--- src/rtl/riscv_mem_arbiter.sv ---
// riscv_mem_arbiter: shares one single-port memory between the fetch and load/store ports, one transaction at a time
module riscv_mem_arbiter #(
    parameter int BUS_WIDTH      = 32,
    parameter int STARVE_LIMIT   = 4,
    parameter int TIMEOUT_CYCLES = 255
) (
    input  logic                 clk,
    input  logic                 reset,
    input  logic                 i_req,
    input  logic [BUS_WIDTH-1:0] i_addr,
    output logic                 i_gnt,
    output logic                 i_rvalid,
    output logic [BUS_WIDTH-1:0] i_rdata,
    input  logic                 d_req,
    input  logic                 d_we,
    input  logic [BUS_WIDTH-1:0] d_addr,
    input  logic [BUS_WIDTH-1:0] d_wdata,
    output logic                 d_gnt,
    output logic                 d_rvalid,
    output logic [BUS_WIDTH-1:0] d_rdata,
    output logic                 bus_err,
    output logic                 m_req,
    output logic                 m_we,
    output logic [BUS_WIDTH-1:0] m_addr,
    output logic [BUS_WIDTH-1:0] m_wdata,
    input  logic                 m_gnt,
    input  logic                 m_rvalid,
    input  logic [BUS_WIDTH-1:0] m_rdata
);
    localparam int SW = $clog2(STARVE_LIMIT + 1);
    localparam int TW = $clog2(TIMEOUT_CYCLES);
    localparam logic [SW-1:0] STARVE_MAX = SW'(STARVE_LIMIT);
    localparam logic [TW-1:0] TMO_MAX = TW'(TIMEOUT_CYCLES - 1);
    localparam logic [BUS_WIDTH-1:0] NOP = BUS_WIDTH'(32'h0000_0033);

    typedef enum logic [1:0] {IDLE, REQ, WAIT} state_t;

    state_t               state_q, state_d;
    logic                 owner_q, owner_d;
    logic [SW-1:0]        starve_cnt_q, starve_cnt_d;
    logic [TW-1:0]        tmo_cnt_q, tmo_cnt_d;
    logic                 i_gnt_q, i_gnt_d, d_gnt_q, d_gnt_d;
    logic                 i_rvalid_q, i_rvalid_d, d_rvalid_q, d_rvalid_d;
    logic [BUS_WIDTH-1:0] i_rdata_q, i_rdata_d, d_rdata_q, d_rdata_d;
    logic                 bus_err_q, bus_err_d;
    logic                 m_req_q, m_req_d, m_we_q, m_we_d;
    logic [BUS_WIDTH-1:0] m_addr_q, m_addr_d, m_wdata_q, m_wdata_d;
    logic                 sel_d, done, timeout;

    // owner 1 = data port; data wins unless the fetch has starved for STARVE_LIMIT rounds
    assign sel_d = d_req && !(i_req && starve_cnt_q == STARVE_MAX);

    // next-state and registered-output computation
    always_comb begin
        state_d      = state_q;
        owner_d      = owner_q;
        starve_cnt_d = starve_cnt_q;
        tmo_cnt_d    = tmo_cnt_q;
        i_gnt_d      = 1'b0;
        d_gnt_d      = 1'b0;
        i_rvalid_d   = 1'b0;
        d_rvalid_d   = 1'b0;
        bus_err_d    = 1'b0;
        i_rdata_d    = i_rdata_q;
        d_rdata_d    = d_rdata_q;
        m_req_d      = m_req_q;
        m_we_d       = m_we_q;
        m_addr_d     = m_addr_q;
        m_wdata_d    = m_wdata_q;
        done         = 1'b0;
        timeout      = 1'b0;
        case (state_q)
            IDLE: begin
                if (sel_d) begin
                    owner_d      = 1'b1;
                    d_gnt_d      = 1'b1;
                    m_req_d      = 1'b1;
                    m_we_d       = d_we;
                    m_addr_d     = d_addr;
                    m_wdata_d    = d_wdata;
                    state_d      = REQ;
                    starve_cnt_d = !i_req ? '0 : (starve_cnt_q == STARVE_MAX) ? starve_cnt_q : starve_cnt_q + SW'(1);
                end else if (i_req) begin
                    owner_d      = 1'b0;
                    i_gnt_d      = 1'b1;
                    m_req_d      = 1'b1;
                    m_we_d       = 1'b0;
                    m_addr_d     = i_addr;
                    m_wdata_d    = '0;
                    state_d      = REQ;
                    starve_cnt_d = '0;
                end else begin
                    starve_cnt_d = '0;
                end
            end
            REQ: begin
                if (m_gnt) begin
                    m_req_d   = 1'b0;
                    tmo_cnt_d = '0;
                    state_d   = WAIT;
                    done      = m_rvalid;
                end
            end
            WAIT: begin
                if (m_rvalid) begin
                    done = 1'b1;
                end else if (tmo_cnt_q == TMO_MAX) begin
                    timeout = 1'b1;
                end else begin
                    tmo_cnt_d = tmo_cnt_q + TW'(1);
                end
            end
            default: state_d = IDLE;
        endcase
        if (done || timeout) begin
            state_d   = IDLE;
            bus_err_d = timeout;
            if (owner_q) begin
                d_rvalid_d = 1'b1;
                d_rdata_d  = (timeout || m_we_q) ? '0 : m_rdata;
            end else begin
                i_rvalid_d = 1'b1;
                i_rdata_d  = timeout ? NOP : m_rdata;
            end
        end
    end

    // state and output registers; reset drops any in-flight transaction
    always_ff @(posedge clk) begin
        if (reset) begin
            state_q      <= IDLE;
            owner_q      <= 1'b0;
            starve_cnt_q <= '0;
            tmo_cnt_q    <= '0;
            i_gnt_q      <= 1'b0;
            d_gnt_q      <= 1'b0;
            i_rvalid_q   <= 1'b0;
            d_rvalid_q   <= 1'b0;
            i_rdata_q    <= '0;
            d_rdata_q    <= '0;
            bus_err_q    <= 1'b0;
            m_req_q      <= 1'b0;
            m_we_q       <= 1'b0;
            m_addr_q     <= '0;
            m_wdata_q    <= '0;
        end else begin
            state_q      <= state_d;
            owner_q      <= owner_d;
            starve_cnt_q <= starve_cnt_d;
            tmo_cnt_q    <= tmo_cnt_d;
            i_gnt_q      <= i_gnt_d;
            d_gnt_q      <= d_gnt_d;
            i_rvalid_q   <= i_rvalid_d;
            d_rvalid_q   <= d_rvalid_d;
            i_rdata_q    <= i_rdata_d;
            d_rdata_q    <= d_rdata_d;
            bus_err_q    <= bus_err_d;
            m_req_q      <= m_req_d;
            m_we_q       <= m_we_d;
            m_addr_q     <= m_addr_d;
            m_wdata_q    <= m_wdata_d;
        end
    end

    assign i_gnt    = i_gnt_q;
    assign i_rvalid = i_rvalid_q;
    assign i_rdata  = i_rdata_q;
    assign d_gnt    = d_gnt_q;
    assign d_rvalid = d_rvalid_q;
    assign d_rdata  = d_rdata_q;
    assign bus_err  = bus_err_q;
    assign m_req    = m_req_q;
    assign m_we     = m_we_q;
    assign m_addr   = m_addr_q;
    assign m_wdata  = m_wdata_q;
endmodule

--- config.mk ---
export PLATFORM = sky130hd
export DESIGN_NAME = riscv_mem_arbiter
export DESIGN_NICKNAME = d
export VERILOG_FILES = /design/src/rtl/riscv_mem_arbiter.sv
export SDC_FILE = /design/constraint.sdc
export NUM_CORES = 1
export LEC_CHECK = 0
export CAP_MARGIN = 20
export CORE_ASPECT_RATIO = 1.2
export CORE_MARGIN = 4
export CORE_UTILIZATION = 43
export CTS_CLUSTER_SIZE = 20
export DETAILED_ROUTE_END_ITERATION = 10
export PLACE_DENSITY = 0.94
export SLEW_MARGIN = 10
export SYNTH_ARGS = -nofsm -noshare
export SYNTH_HDL_FRONTEND = slang
export SYNTH_SLANG_ARGS = --single-unit
export TNS_END_PERCENT = 50
--- constraint.sdc ---
create_clock -name clk -period 3.48 [get_ports clk]
set_clock_uncertainty 0.15 [all_clocks]
set_input_delay 0.522 -clock clk [delete_from_list [all_inputs] [get_ports clk]]
set_output_delay 0.522 -clock clk [all_outputs]
set_load 0.1 [all_outputs]
# ---- After elaboration in Yosys (flattened, before gate mapping)
# Index checks and enable logic that the tools add are counted.
dict set report totals {
  mem_count 0
  romBits 0
  out_inout_bits 135
  latchBits 0
  register_bits 149
  ramBits 0
}
dict set report op_classes {
  n_eq_ne 9
  n_addsub 2
  shifts 0
  mul 0
  n_bitwise 4
  order_cmp 0
  reduce_logical 20
  div_mod_pow 0
  mux 34
}
# cell n
set ops {}
lappend ops {{32-bit 2-to-1 mux} 6}
lappend ops {{8-bit 2-to-1 mux} 3}
lappend ops {{8-bit case mux with 2 select lines} 1}
lappend ops {{1-bit 2-to-1 mux} 15}
lappend ops {{3-bit 2-to-1 mux} 3}
lappend ops {{8-bit by 1-bit adder with 8-bit output, second input constant} 1}
lappend ops {{8-bit equality test, second input constant} 1}
lappend ops {{2-bit AND reduction} 4}
lappend ops {{2-bit 2-to-1 mux} 3}
lappend ops {{2-bit inequality test, second input constant} 3}
lappend ops {{3-bit inequality test, second input constant} 2}
lappend ops {{2-bit case mux with 3 select lines} 1}
lappend ops {{3-bit AND reduction} 2}
lappend ops {{2-bit nonzero test} 3}
lappend ops {{2-bit OR reduction} 3}
lappend ops {{1-bit inverter} 4}
lappend ops {{1-bit case mux with 2 select lines} 2}
lappend ops {{4-bit AND reduction} 1}
lappend ops {{3-bit by 1-bit adder with 3-bit output, second input constant} 1}
lappend ops {{3-bit equality test, second input constant} 1}
lappend ops {{3-bit OR reduction} 1}
lappend ops {{2-bit by 1-bit equality test with 1-bit output, second input constant} 1}
lappend ops {{2-bit equality test, second input constant} 1}
lappend ops {{1-bit logical AND} 2}
lappend ops {{3 further kinds} 4}

# ---- Logic depth before layout (Yosys ltp)
# Gate-level depths: netlist of run 1.
dict set report logic_depth {
  word_depth 7
  mapped_depth 7
  ltp_nobuf 6
}

# ---- Worst setup path before layout of run 1
# No wires, ideal clock.
dict set report synth_path {
  kind {reg2reg}
  from {register state_q[1]}
  to {register tmo_cnt_q[4]}
  t_arrival_ps 1844
  stages_incl_launch_ff 8
  setup_time_ps 70
  t_required_ps 3260
  path_slack_ps 1415
  cell_sequence {dfxtp_1 > inv_1 > ha_1 > nor2b_4 > or3b_1 > buf_2 > or4_1 > a21oi_1}
}
dict set report synth_via {
  elab_chain_len 3
  elab_cells_between_ends 8
  cone_classes {eq/ne: 5; mux: 1; reduce/logical: 2}
}
# element line
set synth_lines {}
lappend synth_lines {{from (decl)} 38} ;# state_t state_q, state_d;
lappend synth_lines {{from (signal assigned)} 147} ;# state_q <= state_d;
lappend synth_lines {{2-bit equality test / 2-bit by 1-bit equality test with 1-bit output (equally long branches)} 72} ;# case (state_q)
lappend synth_lines {{2-bit inequality test (no line) / 2-bit nonzero test (equally long branches)} --}
lappend synth_lines {{4-bit AND reduction (no line)} --}
lappend synth_lines {{to (signal assigned)} 150} ;# tmo_cnt_q <= tmo_cnt_d;
lappend synth_lines {{to (decl)} 41} ;# logic [TW-1:0] tmo_cnt_q, tmo_cnt_d;
# Several ways; a longest one is shown, not always the timed one.
# A chain may end at the register's enable or synchronous reset.

# ---- Worst setup path after layout of run 1
dict set report layout_path {
  from {register d_rdata_q[10] (netlist: d_rdata[10])}
  to {output port d_rdata[10]}
}
# element line
set layout_rtl {}
lappend layout_rtl {{from (decl)} 44} ;# logic [BUS_WIDTH-1:0] i_rdata_q, i_rdata_d, d_rdata_q, d_rdata_d;
lappend layout_rtl {{from (signal assigned)} 156} ;# d_rdata_q <= d_rdata_d;
lappend layout_rtl {{to (decl)} 20} ;# output logic [BUS_WIDTH-1:0] d_rdata,
# No word-level cell between the ends.

==> flow_metrics.py, run 1 <==
metrics = {
    "floorplan": {
        "core_sq_um": 12300,
        "fp-row-count": 44,
        "dieHeight_um": 132,
        "die_w_um": 111,
        "num_io_pins": 270,
        "initial_core_util": 0.446,
        "dieArea_sq_um": 14700,
    },
    "drt": {
        "dr.pass1.iters": 5,
        "ant_nets": 0,
        "drt_iter0_drc": 320,
        "avgViaCountPerCell": 5.37,
        "wl_per_cell_um": 17.5,
        "num_vias": 5258,
        "drt_wl_total_um": 17200,
        "drc": 0,
    },
    "critical_path": {
        "path_delay_family": "buffers and inverters",
        "startpoint": "d_rdata[10]$_SDFFE_PP0P_",
        "ff2ff_setup_slack_ns": 1.16,
        "cp_slowest_stage_delay_ns": 1.16,
        "cp-end-kind": "primary output",
        "rr_startpoint": "state_q[1]$_SDFFE_PP0P_",
        "worstPathRequired_ns": 2.81,
        "worstPathArrival_ns": 1.97,
        "crit_chain": "clkdlybuf4s50_1",
        "slowest_stage": "clkdlybuf4s50_1",
        "crit_buf_inv": 1,
        "cp_max_fo": 2,
        "setup.worst_path.class": "register to primary output",
        "start_kind": "register",
    },
    "global_route": {
        "met3_usage": 0.0817,
        "use_met2": 0.397,
        "grt_max_degree": 66,
        "grt_remaining_overflow": 0,
        "grtUsageMet1": 0.242,
        "grt_first_pass_wirelength_um": 27300,
        "top_usage_layer": "met2",
        "grt_pass1_vias": 5420,
        "gr-usage-all-layers": 0.229,
        "antenna_found_initial": 1,
    },
    "power": {
        "ir_drop_uv": 574,
        "totalPowerFinal_mw": 7.13,
        "power_density_nw_per_um2": 800,
        "p_sw_mw": 3.32,
        "power_leakage_nw": 3.39,
        "p_int_mw": 3.80,
        "power_frac_clock": 0.246,
        "swShare": 0.466,
        "combPwrFrac": 0.456,
        "pwr-share-seq": 0.299,
    },
    "sta": {
        "timing.fmax_ghz": 0.378,
        "tns_ns": 0,
        "post-route-period-util": 0.759,
        "relSlewSlack": 0.305,
        "worst_pin_slew_ns": 1.04,
        "setup_violations": 0,
        "fin_crit_ns": 2.64,
        "hold_violations": 0,
        "rsz0062_at_grt": "false",
        "report.final.slew_viol_count": 0,
    },
    "worst_hold_path": {
        "hold_path_class": "input pin to register",
        "min_from": "reset",
    },
    "placed_design": {
        "dp_hpwl_um": 12500,
        "globalplace.congestion": 0.843,
        "portBuffers": 269,
    },
    "clocking": {
        "htreeDepth": 4,
        "insertion_delay_ns": 0.40,
        "cts_tree": "built",
        "cts_inserted_buffers": 17,
        "clockRootBuffer": "clkbuf_16",
        "post_cts_buffers": 0,
        "cts_resized": 0,
        "max-clock-path-buffers": 2,
        "path_clk_slew_ns": 0.06,
        "clkSinkCount": 149,
        "hold_buffers": 0,
    },
    "finish": {
        "areaGrowthSynthToFinish_pct": 62.0,
        "drive_gt1_frac": 0.0722,
        "fin_nets": 947,
    },
    "yosys": {
        "syn-instance-count": 546,
        "ys_top_cells_by_area": "dfxtp_1, a22o_1, mux2i_1, a211oi_1, a21oi_1",
        "synth_nets": 689,
        "yosysTopAreaCell": "dfxtp_1",
        "syn_area_per_cell_sq_um": 10.1,
        "ys_seq_elements": 149,
        "synth_top_area_share": 0.543,
        "synth_cell_types": 40,
        "netlist_area_sq_um": 5490,
        "yosysSeqAreaShare": 0.543,
        "yosysWarnings": 0,
    },
    "run": {
        "maxCapViolations": 0,
    },
    "run_status": {
        "outcome": "completed",
    },
}
[metrics by stage]
step           worst slack, ns  instances  hold WS, ns   util  instance area (sq um)
2_1_floorplan             1.42        546        0.302      -                   5490
3_3_place_gp             0.943        946        0.300  0.675                   8330
3_5_place_dp             0.876        946        0.305  0.675                   8330
4_1_cts                  0.817        978        0.295  0.722                   8900
5_1_grt                  0.810        979        0.331  0.722                   8900
6_report                 0.837        979        0.311  0.722                   8900
[final cells by class]
cell class	instances	area, sq um
antenna	1	2.50
clock buffer	18	429
clock inverter	14	141
fill	874	3430
inverter	13	48.8
multi-input combinational	342	2320
sequential	149	2980
tap	161	201
timing repair buffer	281	2780
[kinds of logic after synthesis]
kind of cell,share of synthesized area
AO/OA/AOI/OAI,0.245
adder cells (fa/ha/maj),0.0182
buffers and inverters,0.0401
flip-flops,0.543
multiplexers,0.0638
AND/OR/NAND/NOR,0.0902
[layer usage]
layer  routed length, um  up-vias
met5                   0        -
met4                 737        0
met3                1540       47
met2                8530      257
met1                6370     2436
li1                    -     2518
[synth_stat cells]
cell and number:
nand3_1 5, or3b_1 1, buf_2 11, o21bai_1 1, nand4_1 3, nor2b_4 1
nor3_1 5, o21ai_0 31, dfxtp_1 149, clkbuf_1 31, o32ai_2 1, o211ai_1 1
o22ai_1 1, or3_1 4, nor2b_1 1, ha_1 8, o311ai_0 1, o21ba_2 1
o31ai_1 2, a311o_1 1, o32a_1 1, o211a_1 1, a21o_1 1, inv_1 13
a22o_1 65, nor4b_1 1, nand2_1 40, o41ai_1 1, a31oi_1 1, or4_1 2
nor2_1 41, a211oi_1 34, nand2b_1 1, nor4_1 3, nor4bb_1 1, nor3_2 1
a21oi_1 39, a2bb2oi_1 1, o21a_1 5, mux2i_1 35
[worst paths after layout]
path	end	cells after the start
worst max-delay path	d_rdata[10]	1
worst min-delay path	d_rvalid$_SDFF_PP0_	3
worst max register to register	tmo_cnt_q[3]$_SDFFE_PP0P_	6
worst min register to register	i_rdata[0]$_SDFFE_PP0P_	1
[power by group through the flow]
stage	Sequential (mW)	Clock, mW	Combinational, mW
after floorplan	3.84	0	0.725
after global placement	2.15	0	3.22
after detailed placement	2.16	0	3.26
after CTS	2.13	1.78	3.26
after global routing	2.16	1.86	3.40
final	2.13	1.75	3.25
[flip-flops by register name, indices dropped and copies added, names as in the netlist]
name,cells
bus_err,1
d_gnt,1
d_rdata,32
d_rvalid,1
i_gnt,1
i_rdata,32
i_rvalid,1
m_addr,32
m_req,1
m_wdata,32
m_we,1
owner_q,1
starve_cnt_q,3
state_q,2
tmo_cnt_q,8
[cells in the final DEF (no fill, tap or decap), types with 8 or more instances in the layout]
| cell | Yosys | final |
|---|---|---|
| a211oi_1 | 34 | 34 |
| a21oi_1 | 39 | 38 |
| a22o_1 | 65 | 65 |
| buf_4 | 0 | 16 |
| clkbuf_16 | 0 | 17 |
| clkdlybuf4s50_1 | 0 | 263 |
| dfxtp_1 | 149 | 149 |
| ha_1 | 8 | 8 |
| inv_1 | 13 | 13 |
| mux2i_1 | 35 | 35 |
| nand2_1 | 40 | 39 |
| nor2_1 | 41 | 40 |
| o21ai_0 | 31 | 31 |
No activity file was read; power rests on OpenSTA's default activity.
==> inputs of run 2 (changes only) <==
--- a/config.mk
+++ b/config.mk
@@ -8,10 +8,10 @@
 export CAP_MARGIN = 20
 export CORE_ASPECT_RATIO = 1.2
 export CORE_MARGIN = 4
-export CORE_UTILIZATION = 43
+export CORE_UTILIZATION = 36
 export CTS_CLUSTER_SIZE = 20
 export DETAILED_ROUTE_END_ITERATION = 10
-export PLACE_DENSITY = 0.94
+export PLACE_DENSITY = 0.85
 export SLEW_MARGIN = 10
 export SYNTH_ARGS = -nofsm -noshare
 export SYNTH_HDL_FRONTEND = slang
==> constraint.sdc (replaced) <==
create_clock -name clk -period 2.3 [get_ports clk]
set_clock_uncertainty 0.15 [all_clocks]
set_input_delay 0.345 -clock clk [delete_from_list [all_inputs] [get_ports clk]]
set_output_delay 0.345 -clock clk [all_outputs]
set_load 0.1 [all_outputs]
==> flow_metrics.py, run 2 (synthesized netlist as in run 1, its figures left out) <==
metrics = {
    "run_status": {
        "outcome": "completed",
    },
    "sta": {
        "fin_crit_ns": 2.13,
        "rsz0062_at_grt": "false",
        "relSlewSlack": 0.661,
        "setup_violations": 0,
        "timing.fmax_ghz": 0.469,
        "post-route-period-util": 0.928,
        "tns_ns": 0,
        "worst_hold_slack_ns": 0.129,
        "report.final.slew_viol_count": 0,
        "worst_pin_slew_ns": 0.508,
        "hold_violations": 0,
    },
    "drt": {
        "ant_nets": 0,
        "avgViaCountPerCell": 4.97,
        "drc": 0,
        "wl_per_cell_um": 15.6,
        "met1_length_um": 6370,
        "dr.pass1.iters": 4,
        "dr_wl_met3_um": 1400,
        "highest_layer": "met4",
        "drt_wl_total_um": 16200,
        "num_vias": 5138,
        "drt_iter0_drc": 316,
        "wl_met2_um": 8190,
    },
    "clocking": {
        "max-clock-path-buffers": 2,
        "clockRootBuffer": "clkbuf_16",
        "insertion_delay_ns": 0.42,
        "cts_tree": "built",
        "htreeDepth": 4,
        "clkSinkCount": 149,
        "cts_resized": 0,
        "cts_inserted_buffers": 17,
        "path_clk_slew_ns": 0.06,
    },
    "power": {
        "totalPowerFinal_mw": 10.9,
        "power_leakage_nw": 3.74,
        "power_density_nw_per_um2": 1240,
        "ir_drop_uv": 734,
    },
    "finish": {
        "drive_gt1_frac": 0.242,
        "fin_nets": 961,
        "final_cell_mix": "buf_4, dfxtp_1, clkdlybuf4s50_1",
        "post_layout_nonfiller_instances": 1034,
        "layout_commonest_cell": "buf_4",
        "antennaDiodeCount": 0,
        "areaGrowthSynthToFinish_pct": 60.6,
        "utilization": 0.590,
        "fillers": 1315,
    },
    "global_route": {
        "grt_max_degree": 53,
        "grt_first_pass_wirelength_um": 24900,
        "gr-usage-all-layers": 0.180,
        "grt_remaining_overflow": 0,
        "antenna_found_initial": 0,
        "grt_pass1_vias": 5060,
    },
    "critical_path": {
        "setup.worst_path.class": "register to register",
        "crit_buf_inv": 2,
        "cp-end-kind": "register",
        "crit_chain": "inv_1, ha_1, nand2_1, or3b_1, buf_4, o311ai_0, o41ai_1",
        "start_kind": "register",
        "path_delay_family": "simple AND/OR/NAND/NOR gates",
        "worstPathRequired_ns": 2.43,
        "slowest_stage": "or3b_1",
        "worstPathArrival_ns": 2.27,
        "cp_max_fo": 7,
        "cp_slowest_stage_delay_ns": 0.42,
    },
    "floorplan": {
        "num_io_pins": 270,
        "core_sq_um": 15000,
        "dieArea_sq_um": 17300,
        "fp-row-count": 49,
        "initial_core_util": 0.367,
        "die_w_um": 121,
        "dieHeight_um": 143,
    },
    "placed_design": {
        "globalplace.congestion": 0.783,
        "dp_hpwl_um": 11900,
        "dp_cells": 1001,
        "portBuffers": 269,
    },
    "run": {
        "maxCapViolations": 0,
    },
    "worst_hold_path": {
        "hold_path_class": "input pin to register",
    },
}
==> run 2: final timing paths <==
kind | from | to | slack [ns] | depth (start not counted)
worst max register to register | state_q[0]$_SDFFE_PP0P_ | tmo_cnt_q[2]$_SDFFE_PP0P_ | 0.17 | 7
worst max-delay path | state_q[0]$_SDFFE_PP0P_ | tmo_cnt_q[2]$_SDFFE_PP0P_ | 0.17 | 7
worst min register to register | i_rdata[5]$_SDFFE_PP0P_ | i_rdata[5]$_SDFFE_PP0P_ | 0.32 | 1
worst min-delay path | reset | m_req$_SDFFE_PP0P_ | 0.13 | 2
==> run 2: worst register-to-register path, stage by stage, from the launching register on <==
cell and delay [ns]:
dfxtp_1 0.36, inv_1 0.09, ha_1 0.28, nand2_1 0.11
or3b_1 0.42, buf_4 0.18, o311ai_0 0.29, o41ai_1 0.13
==> run 2: layout make-up <==
cell class	instances	area [sq um]	share of cell area
clock buffer	20	447	0.0506
inverter	13	48.8	0.00553
timing repair buffer	295	2620	0.297
multi-input combinational	342	2320	0.263
sequential	149	2980	0.338
clock inverter	11	150	0.0170
tap	204	255	0.0289
==> run 2: power by group <==
group / internal [mW] / total (mW) / switching (mW)
clock network: 1.74 / 2.82 / 1.08
registers: 2.98 / 3.20 / 0.218
logic: 1.24 / 4.90 / 3.67
==> run 2: layer usage <==
layer / global-route usage / vias up
met1: 0.203 / 2370
met4: 0.0674 / 0
met2: 0.318 / 210
met3: 0.0579 / 17
li1: - / 2541
met5: 0 / -
==> run 2: timing repair <==
action / in CTS / in global routing
hold buffers: 0 / 0
setup buffers: 0 / 2
setup endpoints to repair: 0 / 64
==> run 2: stage by stage <==
step                cell area [sq um]  worst slack [ns]
CTS                              8810            0.0642
detailed placement               8210            0.0207
global placement                 8210            0.0866
finish                           8820             0.166
global route                     8820            0.0303
floorplan                        5490             0.235
==> inputs of run 3 (changes only) <==
--- a/config.mk
+++ b/config.mk
@@ -5,9 +5,9 @@
 export SDC_FILE = /design/constraint.sdc
 export NUM_CORES = 1
 export LEC_CHECK = 0
+export ABC_CLOCK_PERIOD_IN_PS = 2300
 export CAP_MARGIN = 20
 export CORE_ASPECT_RATIO = 1.2
-export CORE_MARGIN = 4
 export CORE_UTILIZATION = 36
 export CTS_CLUSTER_SIZE = 20
 export DETAILED_ROUTE_END_ITERATION = 10
==> flow_metrics.py, run 3 (synthesized netlist as in run 1, its figures left out) <==
metrics = {
    "run_status": {
        "outcome": "completed",
    },
    "sta": {
        "setup_violations": 0,
        "timing.fmax_ghz": 0.465,
        "hold_violations": 0,
        "tns_ns": 0,
        "report.final.slew_viol_count": 0,
        "post-route-period-util": 0.935,
        "fin_crit_ns": 2.15,
        "worst_pin_slew_ns": 0.540,
        "relSlewSlack": 0.639,
        "rsz0062_at_grt": "false",
    },
    "power": {
        "ir_drop_uv": 781,
        "power_leakage_nw": 3.75,
        "power_density_nw_per_um2": 1250,
    },
    "finish": {
        "drive_gt1_frac": 0.246,
        "fin_nets": 960,
        "layout_commonest_cell": "buf_4",
        "fillers": 1296,
        "antennaDiodeCount": 0,
        "utilization": 0.593,
        "final_cell_mix": "buf_4, dfxtp_1, clkdlybuf4s50_1",
        "areaGrowthSynthToFinish_pct": 61.4,
    },
    "critical_path": {
        "cp-end-kind": "register",
        "setup.worst_path.class": "register to register",
        "worstPathArrival_ns": 2.28,
        "cp_max_fo": 14,
        "rr_startpoint": "state_q[0]$_SDFFE_PP0P_",
        "ff2ff_setup_slack_ns": 0.15,
        "startpoint": "state_q[0]$_SDFFE_PP0P_",
        "worstPathRequired_ns": 2.43,
        "start_kind": "register",
        "ff2ff_path_depth": 7,
        "r2r-end": "i_rdata[8]$_SDFFE_PP0P_",
        "crit_end": "i_rdata[8]$_SDFFE_PP0P_",
    },
    "floorplan": {
        "die_w_um": 115,
        "core_sq_um": 15000,
        "fp-row-count": 49,
        "dieArea_sq_um": 15800,
        "dieHeight_um": 137,
        "initial_core_util": 0.367,
        "num_io_pins": 270,
    },
    "drt": {
        "num_vias": 5128,
        "drt_wl_total_um": 15600,
        "ant_nets": 0,
        "drt_iter0_drc": 346,
        "dr.pass1.iters": 4,
        "wl_per_cell_um": 15.1,
        "drc": 0,
        "avgViaCountPerCell": 4.96,
    },
    "global_route": {
        "gr-usage-all-layers": 0.195,
        "antenna_found_initial": 0,
        "grt_pass1_vias": 4902,
        "grt_max_degree": 39,
        "grt_first_pass_wirelength_um": 23800,
        "grt_remaining_overflow": 0,
    },
    "clocking": {
        "hold_buffers": 0,
        "max-clock-path-buffers": 2,
        "cts_tree": "built",
        "clkSinkCount": 149,
        "cts_inserted_buffers": 17,
        "clockRootBuffer": "clkbuf_16",
        "htreeDepth": 4,
        "insertion_delay_ns": 0.41,
        "path_clk_slew_ns": 0.06,
    },
    "placed_design": {
        "portBuffers": 269,
        "dp_hpwl_um": 11400,
        "globalplace.congestion": 0.805,
    },
    "run": {
        "maxCapViolations": 0,
    },
    "worst_hold_path": {
        "hold_path_class": "input pin to register",
    },
}
[run 3: per-stage QoR]
step	total power, mW	instance area (sq um)	hold slack, ns	setup slack, ns	cells
after floorplan	6.90	5490	0.274	0.235	546
after global routing	11.5	8870	0.0783	0.0420	1034
after global placement	8.18	8220	0.300	0.0590	999
final	11.1	8870	0.0924	0.149	1034
after detailed placement	8.23	8220	0.304	0.0336	999
after CTS	11.2	8830	0.0746	0.0452	1031
[run 3: final cells by class]
cell class	count	area (sq um)	share of cell area
well taps	204	255	0.0288
multi-input cells	342	2330	0.263
inverters	13	48.8	0.00550
repair buffers	294	2640	0.297
clock inverters	15	189	0.0213
clock buffers	17	425	0.0480
flip-flops and latches	149	2980	0.336
[run 3: repair_timing]
| item | in CTS | in global routing |
|---|---|---|
| setup buffers | 0 | 3 |
| resized for setup | 0 | 3 |
| endpoints found under the setup margin | 0 | 60 |
[run 3: per-layer routing]
layer,up-vias,track usage,routed length (um)
li1,2548,-,-
met1,2356,0.207,6100
met2,212,0.356,8070
met3,12,0.0673,1240
met4,0,0.0729,230
met5,-,0,0
[run 3: worst min path at each step]
stage	startpoint	end	slack, ns	cells after the start
floorplan	m_rvalid	bus_err$_SDFF_PP0_	0.27	1
global placement	i_rdata[0]$_SDFFE_PP0P_	i_rdata[0]$_SDFFE_PP0P_	0.30	1
detailed placement	i_rdata[0]$_SDFFE_PP0P_	i_rdata[0]$_SDFFE_PP0P_	0.30	1
CTS	reset	m_req$_SDFFE_PP0P_	0.07	2
global route	reset	m_req$_SDFFE_PP0P_	0.08	2
finish	reset	m_req$_SDFFE_PP0P_	0.09	2
[run 3: report_power, final]
part | switching [mW] | total [mW] | leakage [nW] | internal, mW
Combinational | 3.67 | 4.95 | 2.23 | 1.29
Sequential | 0.248 | 3.23 | 1.22 | 2.98
Clock | 1.15 | 2.89 | 0.302 | 1.74
[run 3: critical path, cell delays in order, from the launching register on]
cell	delay, ns
dfxtp_1	0.33
inv_1	0.14
ha_4	0.19
nand4_1	0.24
o32a_1	0.48
buf_4	0.20
o21ai_0	0.19
a21oi_1	0.10
